**src/rtl/transpad_pkg.sv**
```systemverilog
`default_nettype none
// +----------------------------------------------------------------------------+
// | Module      : transpad_pkg                                                 |
// | Description : Shared command codes, keys and FSM states for the transpad   |
// |               command bus transmitter.                                     |
// | Revision    : 1.0                                                          |
// +----------------------------------------------------------------------------+
package transpad_pkg;

    localparam logic [2:0] CMD_ST_ADDR = 3'd0;
    localparam logic [2:0] CMD_SD2     = 3'd1;
    localparam logic [2:0] CMD_D3      = 3'd2;
    localparam logic [2:0] CMD_OLP     = 3'd3;
    localparam logic [2:0] CMD_MOD     = 3'd4;
    localparam logic [2:0] CMD_CTRL    = 3'd7;

    localparam logic [7:0] START_KEY = 8'hA5;
    localparam logic [7:0] STOP_KEY  = 8'h5A;

    localparam logic [3:0] MODE_C = 4'hC;
    localparam logic [3:0] MODE_D = 4'hD;
    localparam logic [3:0] MODE_E = 4'hE;

    // Slot indices of the 16-bit descriptor fields in the capture array
    localparam int c_fld_str1   = 0;
    localparam int c_fld_str2   = 1;
    localparam int c_fld_str3   = 2;
    localparam int c_fld_ofs2   = 3;
    localparam int c_fld_ofs3   = 4;
    localparam int c_fld_oofs   = 5;
    localparam int c_fld_olen   = 6;
    localparam int c_fld_len    = 7;
    localparam int c_fld_mode   = 8;
    localparam int c_num_fields = 9;

    typedef enum logic [3:0] {
        IDLE   = 4'd0,
        W_ST   = 4'd1,
        W_SD2  = 4'd2,
        W_D3   = 4'd3,
        W_OLP  = 4'd4,
        W_MOD  = 4'd5,
        START  = 4'd6,
        ACTIVE = 4'd7,
        STOP   = 4'd8
    } tx_state_e;

    function automatic logic mode_is_valid(input logic [3:0] mode_nib);
        return (mode_nib == MODE_C) || (mode_nib == MODE_D) || (mode_nib == MODE_E);
    endfunction

endpackage
`default_nettype wire

```
**src/rtl/transpad_cfg_tx_register.sv**
```systemverilog
`default_nettype none
// +----------------------------------------------------------------------------+
// | Module      : register                                                     |
// | Description : Write-enabled storage register with async active-low clear.  |
// | Revision    : 1.0                                                          |
// +----------------------------------------------------------------------------+
module register #(
    parameter int WIDTH = 16
) (
    input  logic             clk,
    input  logic             rstn,
    input  logic             we,
    input  logic [WIDTH-1:0] d,
    output logic [WIDTH-1:0] q
);

    always_ff @(posedge clk or negedge rstn) begin
        if (!rstn) begin
            q <= '0;
        end else if (we) begin
            q <= d;
        end
    end

endmodule
`default_nettype wire

```
**src/rtl/transpad_cfg_tx.sv**
```systemverilog
`default_nettype none
// +----------------------------------------------------------------------------+
// | Module      : transpad_cfg_tx                                              |
// | Description : Serializes one transpad configuration descriptor onto the    |
// |               command bus, holds the session, then sends the stop beat.    |
// | Revision    : 1.0                                                          |
// +----------------------------------------------------------------------------+
module transpad_cfg_tx
    import transpad_pkg::*;
(
    input  logic        clk,
    input  logic        rstn,
    input  logic        req_valid,
    output logic        req_ready,
    input  logic [47:0] req_st_addr,
    input  logic [15:0] req_str1,
    input  logic [15:0] req_str2,
    input  logic [15:0] req_str3,
    input  logic [15:0] req_ofs2,
    input  logic [15:0] req_ofs3,
    input  logic [15:0] req_oofs,
    input  logic [15:0] req_olen,
    input  logic [15:0] req_len,
    input  logic [15:0] req_mode,
    input  logic        stop,
    input  logic        gnt,
    output logic [2:0]  cmd,
    output logic [47:0] data,
    output logic        rdy,
    output logic        active,
    output logic        err
);

    tx_state_e   r_state;
    logic        w_accept;
    logic [47:0] r_desc_st_addr;
    logic [15:0] w_field_d    [c_num_fields];
    logic [15:0] r_desc_field [c_num_fields];

    assign req_ready = (r_state == IDLE);
    assign w_accept  = req_valid && req_ready;

    assign w_field_d[c_fld_str1] = req_str1;
    assign w_field_d[c_fld_str2] = req_str2;
    assign w_field_d[c_fld_str3] = req_str3;
    assign w_field_d[c_fld_ofs2] = req_ofs2;
    assign w_field_d[c_fld_ofs3] = req_ofs3;
    assign w_field_d[c_fld_oofs] = req_oofs;
    assign w_field_d[c_fld_olen] = req_olen;
    assign w_field_d[c_fld_len]  = req_len;
    assign w_field_d[c_fld_mode] = req_mode;

    register #(.WIDTH(48)) u_st_addr (
        .clk  (clk),
        .rstn (rstn),
        .we   (w_accept),
        .d    (req_st_addr),
        .q    (r_desc_st_addr)
    );

    generate
        for (genvar gi = 0; gi < c_num_fields; gi++) begin : g_field
            register #(.WIDTH(16)) u_field (
                .clk  (clk),
                .rstn (rstn),
                .we   (w_accept),
                .d    (w_field_d[gi]),
                .q    (r_desc_field[gi])
            );
        end
    endgenerate

    // Bus outputs default to zero every edge so only beat cycles carry payload
    always_ff @(posedge clk or negedge rstn) begin
        if (!rstn) begin
            r_state <= IDLE;
            cmd     <= CMD_ST_ADDR;
            data    <= '0;
            rdy     <= 1'b0;
            active  <= 1'b0;
            err     <= 1'b0;
        end else begin
            cmd  <= CMD_ST_ADDR;
            data <= '0;
            rdy  <= 1'b0;
            err  <= 1'b0;
            case (r_state)
                IDLE: begin
                    if (w_accept) begin
                        r_state <= W_ST;
                    end
                end
                W_ST: begin
                    if (gnt) begin
                        cmd     <= CMD_ST_ADDR;
                        data    <= r_desc_st_addr;
                        rdy     <= 1'b1;
                        r_state <= W_SD2;
                    end
                end
                W_SD2: begin
                    if (gnt) begin
                        cmd     <= CMD_SD2;
                        data    <= {r_desc_field[c_fld_str1], r_desc_field[c_fld_str2],
                                    r_desc_field[c_fld_ofs2]};
                        rdy     <= 1'b1;
                        r_state <= W_D3;
                    end
                end
                W_D3: begin
                    if (gnt) begin
                        cmd     <= CMD_D3;
                        data    <= {16'h0, r_desc_field[c_fld_str3], r_desc_field[c_fld_ofs3]};
                        rdy     <= 1'b1;
                        r_state <= W_OLP;
                    end
                end
                W_OLP: begin
                    if (gnt) begin
                        cmd     <= CMD_OLP;
                        data    <= {16'h0, r_desc_field[c_fld_oofs], r_desc_field[c_fld_olen]};
                        rdy     <= 1'b1;
                        r_state <= W_MOD;
                    end
                end
                W_MOD: begin
                    if (gnt) begin
                        cmd  <= CMD_MOD;
                        data <= {16'h0, r_desc_field[c_fld_mode], r_desc_field[c_fld_len]};
                        rdy  <= 1'b1;
                        // The mode beat has already gone out; only the start is withheld
                        if (mode_is_valid(r_desc_field[c_fld_mode][3:0])) begin
                            r_state <= START;
                        end else begin
                            err     <= 1'b1;
                            r_state <= IDLE;
                        end
                    end
                end
                START: begin
                    if (gnt) begin
                        cmd     <= CMD_CTRL;
                        data    <= {40'h0, START_KEY};
                        rdy     <= 1'b1;
                        active  <= 1'b1;
                        r_state <= ACTIVE;
                    end
                end
                ACTIVE: begin
                    if (stop) begin
                        r_state <= STOP;
                    end
                end
                STOP: begin
                    if (gnt) begin
                        cmd     <= CMD_CTRL;
                        data    <= {40'h0, STOP_KEY};
                        rdy     <= 1'b1;
                        active  <= 1'b0;
                        r_state <= IDLE;
                    end
                end
                default: begin
                    r_state <= IDLE;
                end
            endcase
        end
    end

endmodule
`default_nettype wire

```
**config.mk**
```make
export PLATFORM = sky130hd
export DESIGN_NAME = transpad_cfg_tx
export DESIGN_NICKNAME = d
export VERILOG_FILES = /design/src/rtl/transpad_pkg.sv /design/src/rtl/transpad_cfg_tx_register.sv /design/src/rtl/transpad_cfg_tx.sv
export SDC_FILE = /design/constraint.sdc
export NUM_CORES = 1
export LEC_CHECK = 0
export CORE_ASPECT_RATIO = 1.4
export CORE_MARGIN = 2
export CORE_UTILIZATION = 57
export CTS_BUF_LIST = sky130_fd_sc_hd__clkbuf_8
export CTS_CLUSTER_DIAMETER = 60
export DETAILED_ROUTE_END_ITERATION = 16
export DONT_BUFFER_PORTS = 1
export PLACE_DENSITY_LB_ADDON = 0.12
export SYNTH_ARGS = -nofsm -noshare
export SYNTH_HDL_FRONTEND = slang
export SYNTH_SLANG_ARGS = --single-unit
export TNS_END_PERCENT = 1
```
**constraint.sdc**
```tcl
create_clock -name clk -period 1.5 [get_ports clk]
set_input_delay 0.3 -clock clk [delete_from_list [all_inputs] [get_ports clk]]
set_output_delay 0.3 -clock clk [all_outputs]
set_load 0.05 [all_outputs]
```
* After elaboration in Yosys (flattened, before gate mapping)
Cells that the tools add are included.
** Operators by class
- Add/subtract/negate cells :: 0
- Eq/ne operators :: 20
- Multiplexer cells :: 33
- Multiply operators :: 0
- Divide/modulo/power cells :: 0
- Reductions and logical operators :: 9
- Shift operators :: 0
- Magnitude comparators :: 0
- Bitwise logic cells :: 0
** Operators by type and width (number)
- $pmux 48 s7 :: 1
- $mux 32 :: 3
- $mux 48 :: 2
- $mux 4 :: 9
- $pmux 4 s9 :: 1
- $eq 4x3->1 const B :: 4
- $eq 4x4->1 const B :: 4
- $ne 2x2->1 const B :: 8
- $pmux 3 s5 :: 1
- $mux 3 :: 3
- $reduce_and 9->1 :: 1
- $eq 4x2->1 const B :: 2
- $mux 1 :: 8
- $mux 8 :: 1
- $mux 7 :: 1
- $reduce_or 7->1 :: 1
- $eq 4x1->1 const B :: 1
- $logic_not 4->1 :: 1
- $mux 2 :: 2
- $reduce_and 3->1 :: 1
- $logic_or 1x1->1 :: 2
- $ne 2x1->1 const B :: 1
- $pmux 1 s2 :: 1
- $reduce_bool 2->1 :: 1
- other kinds (2) :: 2
** Word-level totals
- ROM bits :: 0
- Input bits :: 197
- Logic and storage cells :: 78
- Output and inout bits :: 55
- Latch bits :: 0
- Memories kept :: 0
- RAM bits :: 0
- Register bits :: 250

* Logic depth before layout (Yosys ltp)
- Word-level depth :: 6
- Depth in mapped cells :: 7
- Gate-level depth less buffers :: 4

* By module
From an unflattened synthesis, not the netlist that was laid out.
** Unflattened totals
- Cell total of the unflattened synthesis :: 674
- Area, all modules :: 10528.8 um2
** Modules (own cells, without submodules)
- register (g_field[0].u_field ...) :: cells an instance 34, times used 9, area an instance 649.4 um2
- transpad_cfg_tx :: cells an instance 267, times used 1, area an instance 2824.0 um2
- register (u_st_addr) :: cells an instance 101, times used 1, area an instance 1860.5 um2

* Least setup slack after synthesis
Ideal clock, no wire load.
- Path kind :: flip-flop to flip-flop
- Start point :: register r_state[1]
- End point :: register g_field[0].u_field.q[0]
- Data required time :: 1.375 ns
- Stages on the path, launching flop included :: 6
- Path slack :: -0.579 ns
- Setup time :: 0.125 ns
- Path buffers :: 2
- Clock period less this slack :: 2.079 ns
- Arrival time :: 1.954 ns
- Cell sequence :: dfrtp_1 > nor4_4 > nand2_2 > buf_4 > buf_6 > mux2_4
** Between the ends
- Longest elaborated chain between the ends :: 2
** Ends and longest elaborated chain
- start, declared :: line transpad_cfg_tx.sv:34 : tx_state_e r_state;
- start signal, assigned :: line transpad_cfg_tx.sv:76 : r_state <= IDLE;
- start signal, assigned :: line transpad_cfg_tx.sv:90 : r_state <= W_ST;
- start signal, assigned :: line transpad_cfg_tx.sv:98 : r_state <= W_SD2;
- $logic_not 4->1 :: line transpad_cfg_tx.sv:40 : assign req_ready = (r_state == IDLE);
- named net req_ready :: line transpad_cfg_tx.sv:14 : output logic req_ready,
- $logic_and 1x1->1 :: line transpad_cfg_tx.sv:41 : assign w_accept = req_valid && req_ready;
- end signal, assigned :: line transpad_cfg_tx_register.sv:19 : q <= '0;
- end signal, assigned :: line transpad_cfg_tx_register.sv:21 : q <= d;
- end, declared :: line transpad_cfg_tx_register.sv:14 : output logic [WIDTH-1:0] q
The timed path passes the listed nets, and every way through them passes these cells.
A chain may end at the register's enable or synchronous reset.

* Worst setup path after layout
- Start point :: register r_state[2]
- End point :: output req_ready
** Between the ends
- Longest elaborated chain between the ends :: 1
** Ends and longest elaborated chain (line)
- $logic_not 4->1 :: transpad_cfg_tx.sv:40
- end, declared :: transpad_cfg_tx.sv:14
Every way passes these cells.

==> impl_metrics.env <==
export IMPL_p_leak_nw=6.30
export IMPL_yosys_warnings=0
export IMPL_dieArea_sq_mm=0.0194
export IMPL_hold_slack_ns=-0.527
export IMPL_power_density_mw_per_mm2=1990
export IMPL_clock_skew_ns=0.0237
export IMPL_instances_no_fill=1183
export IMPL_finalHoldViolCount=250
export IMPL_die_w_um=118
export IMPL_startpoint_type="flip-flop"
export IMPL_dpl_cell_area_sq_mm=0.0108
export IMPL_first_pass_iters=8
export IMPL_irDropWorstVdd_mv=1.23
export IMPL_rows=58
export IMPL_synth_distinct_cells=46
export IMPL_layout_drive_gt1_share=0.239
export IMPL_cts_root_buf="clkbuf_8"
export IMPL_tightest_slew_ns=0.475
export IMPL_rrSetupSlack_ns=-0.29
export IMPL_synthCells=683
export IMPL_yosys_area_top_type="dfrtp_1"
export IMPL_maxSlewViolCount=0
export IMPL_drc=0
export IMPL_viasPerCell=5.74
export IMPL_setup_ws_ns=-0.298
export IMPL_cts_max_level=2
export IMPL_rsz0062_at_grt="yes"
export IMPL_status="finished with violations"
export IMPL_die_h_um=164
export IMPL_synth_common_cells="250 x dfrtp_1, 100 x mux2_1, 80 x mux2_4"
export IMPL_syn_area_sq_mm=0.0104
export IMPL_areaGrowthSynthToFinish_pct=31.9
export IMPL_finalSetupViolCount=245
export IMPL_end_kind="primary output"
export IMPL_synth_fp_nets=880
export IMPL_netlist_top_cells_area="dfrtp_1 60%, mux2_4 12%, mux2_1 11%"
export IMPL_portBuffers=0
export IMPL_max_slew_margin=0.675
export IMPL_drt_iter0_drc=568
export IMPL_ys_ff_latch=250
export IMPL_r2r_start="r_state[2]$_DFFE_PN0P_"
export IMPL_routed_wl_um=26400
export IMPL_synthFlopType="dfrtp_1"
export IMPL_min_period_ns=1.80
export IMPL_gr_usage_all_layers=0.275
export IMPL_maxCapViolCount=0
export IMPL_grt_pass1_wl_um=41500
export IMPL_numCtsBuffers=39
export IMPL_ys_seq_area_frac=0.601
export IMPL_cp_max_fo=3
export IMPL_ctsHoldBuffers=194
export IMPL_num_vias=6789
export IMPL_fin_area_sq_mm=0.0137
export IMPL_critPathRequiredTime_ns=1.20
export IMPL_io_pin_count=252
export IMPL_synth_top_area_frac=0.601
export IMPL_wire_per_inst_um=22.3
export IMPL_avgSynthCellArea_sq_um=15.2
export IMPL_path_class="reg2out"
export IMPL_async_flop_share=1.00
export IMPL_yosysMostFrequentCell="dfrtp_1"
export IMPL_gp_congestion=0.822
export IMPL_r2r_end="g_field[8].u_field.q[6]$_DFFE_PN0P_"
export IMPL_reg2regPathDepth=5
export IMPL_clkTransAtPathRegs_ns=0.06
export IMPL_antenna_found_initial=3
export IMPL_grt_max_degree=251
export IMPL_crit_arrival_ns=1.50
export IMPL_clkLatencyLatePin_ns=0.53
export IMPL_fp_coreArea_sq_mm=0.0179
export IMPL_violations="negative hold slack, negative setup slack"
export IMPL_gr_total_overflow=0
export IMPL_initial_core_util=0.581
export IMPL_synth_edff_count=0
export IMPL_hp_class="in2async"
export IMPL_fmax_mhz=556
export IMPL_drtAntennaViolNets=0
export IMPL_clock_sinks=250
export IMPL_grt_pass1_vias=7702
export IMPL_place_inst=913
export IMPL_nets=1109
export IMPL_place_hpwl_um=15300
export IMPL_cts_tree="yes"
export IMPL_fin_crit_sh=1.20
export IMPL_clk_path_buf_depth=3
## stage by stage
stage	power, mW	setup TNS [ns]	worst slack [ns]	utilization	hold slack (ns)
after global routing	28.7	-61.74	-0.353	0.766	-0.574
after CTS	27.1	-43.12	-0.297	0.764	-0.556
final	27.3	-49.43	-0.298	0.766	-0.527
after detailed placement	20.4	-45.72	-0.269	0.604	0.0126
after global placement	19.9	-36.34	-0.212	0.604	0.0107
after floorplan	18.6	-104.81	-0.547	-	0.00441
## sequential cells by signal (all words and copies together) (netlist names)
signal and count:
g_field.u_field.q 144, data 48, u_st_addr.q 48, r_state 4
cmd 3, active 1, err 1, rdy 1
## cell type report
class,instances,area (sq um)
clock buffer,52,716
clock inverter,16,123
timing repair buffer,238,2460
antenna,4,10.0
tap,240,300
fill,1055,4190
multi-input combinational,379,3830
inverter,4,15.0
sequential,250,6270
## cell usage in the layout, fill, tap and decap left out, types with 2 or more instances in the layout
cell type,count
nor2_2,2
a211oi_1,2
a22o_1,16
mux2_2,12
dfrtp_2,14
nor2b_1,3
mux2_4,80
diode_2,4
dlygate4sd3_1,194
dfrtp_1,236
o211ai_1,3
a22oi_2,3
buf_6,3
nand3b_1,6
buf_12,13
clkbuf_8,52
or3b_4,2
nor3_1,2
a221oi_1,3
nor2_1,8
a31oi_1,2
inv_1,15
a22oi_1,30
a32o_1,2
bufinv_16,2
nand2_1,36
a21oi_1,6
nand3_1,3
mux2i_1,2
o21ai_0,6
mux2_1,100
and2_1,2
nand2b_1,4
nor2_4,2
a222oi_1,24
buf_4,27
## power by group
part	switching (mW)	internal, mW
clock	2.64	3.44
combinational	3.25	4.79
sequential	3.30	9.90
## worst max-delay path, stage by stage (launching register included)
cell and delay (ns):
dfrtp_2 0.43, nor4_4 0.32, buf_6 0.22
## repair_timing
item,in CTS,in global routing
pin swaps,11,14
cloned,1,0
endpoints found under the hold margin,449,250
gates resized for setup,16,13
setup endpoints to repair,253,253
setup buffers,3,0
## logic make-up (layout without fill, tap and decap cells)
group,after synthesis,count (layout),synth area share
DFF,250,250,0.601
muxes,194,194,0.238
AOI/OAI and AO/OA,106,106,0.0827
and+or+nand+nor,78,78,0.0387
buffers and inverters,54,310,0.0387
xor gates and xnor gates,1,1,0.000841
other,0,4,0
## worst max-delay path by stage
stage	from	endpoint	slack [ns]
4_1_cts	r_state[2]$_DFFE_PN0P_	req_ready	-0.30
5_1_grt	r_state[2]$_DFFE_PN0P_	req_ready	-0.35
2_1_floorplan	r_state[0]$_DFFE_PN0P_	g_field[0].u_field.q[0]$_DFFE_PN0P_	-0.55
3_5_place_dp	r_state[2]$_DFFE_PN0P_	g_field[7].u_field.q[14]$_DFFE_PN0P_	-0.27
6_report	r_state[2]$_DFFE_PN0P_	req_ready	-0.30
3_3_place_gp	r_state[2]$_DFFE_PN0P_	g_field[8].u_field.q[9]$_DFFE_PN0P_	-0.21
## metal layers
layer  vias to the layer above  global-route usage  share of wire
li1                       2983                   -              -
met3                        63              0.0628          0.065
met4                         0               0.119          0.032
met2                       281               0.483           0.53
met5                         -                   0              0
met1                      3462               0.325           0.38
Power figures use the tool's default switching activity.
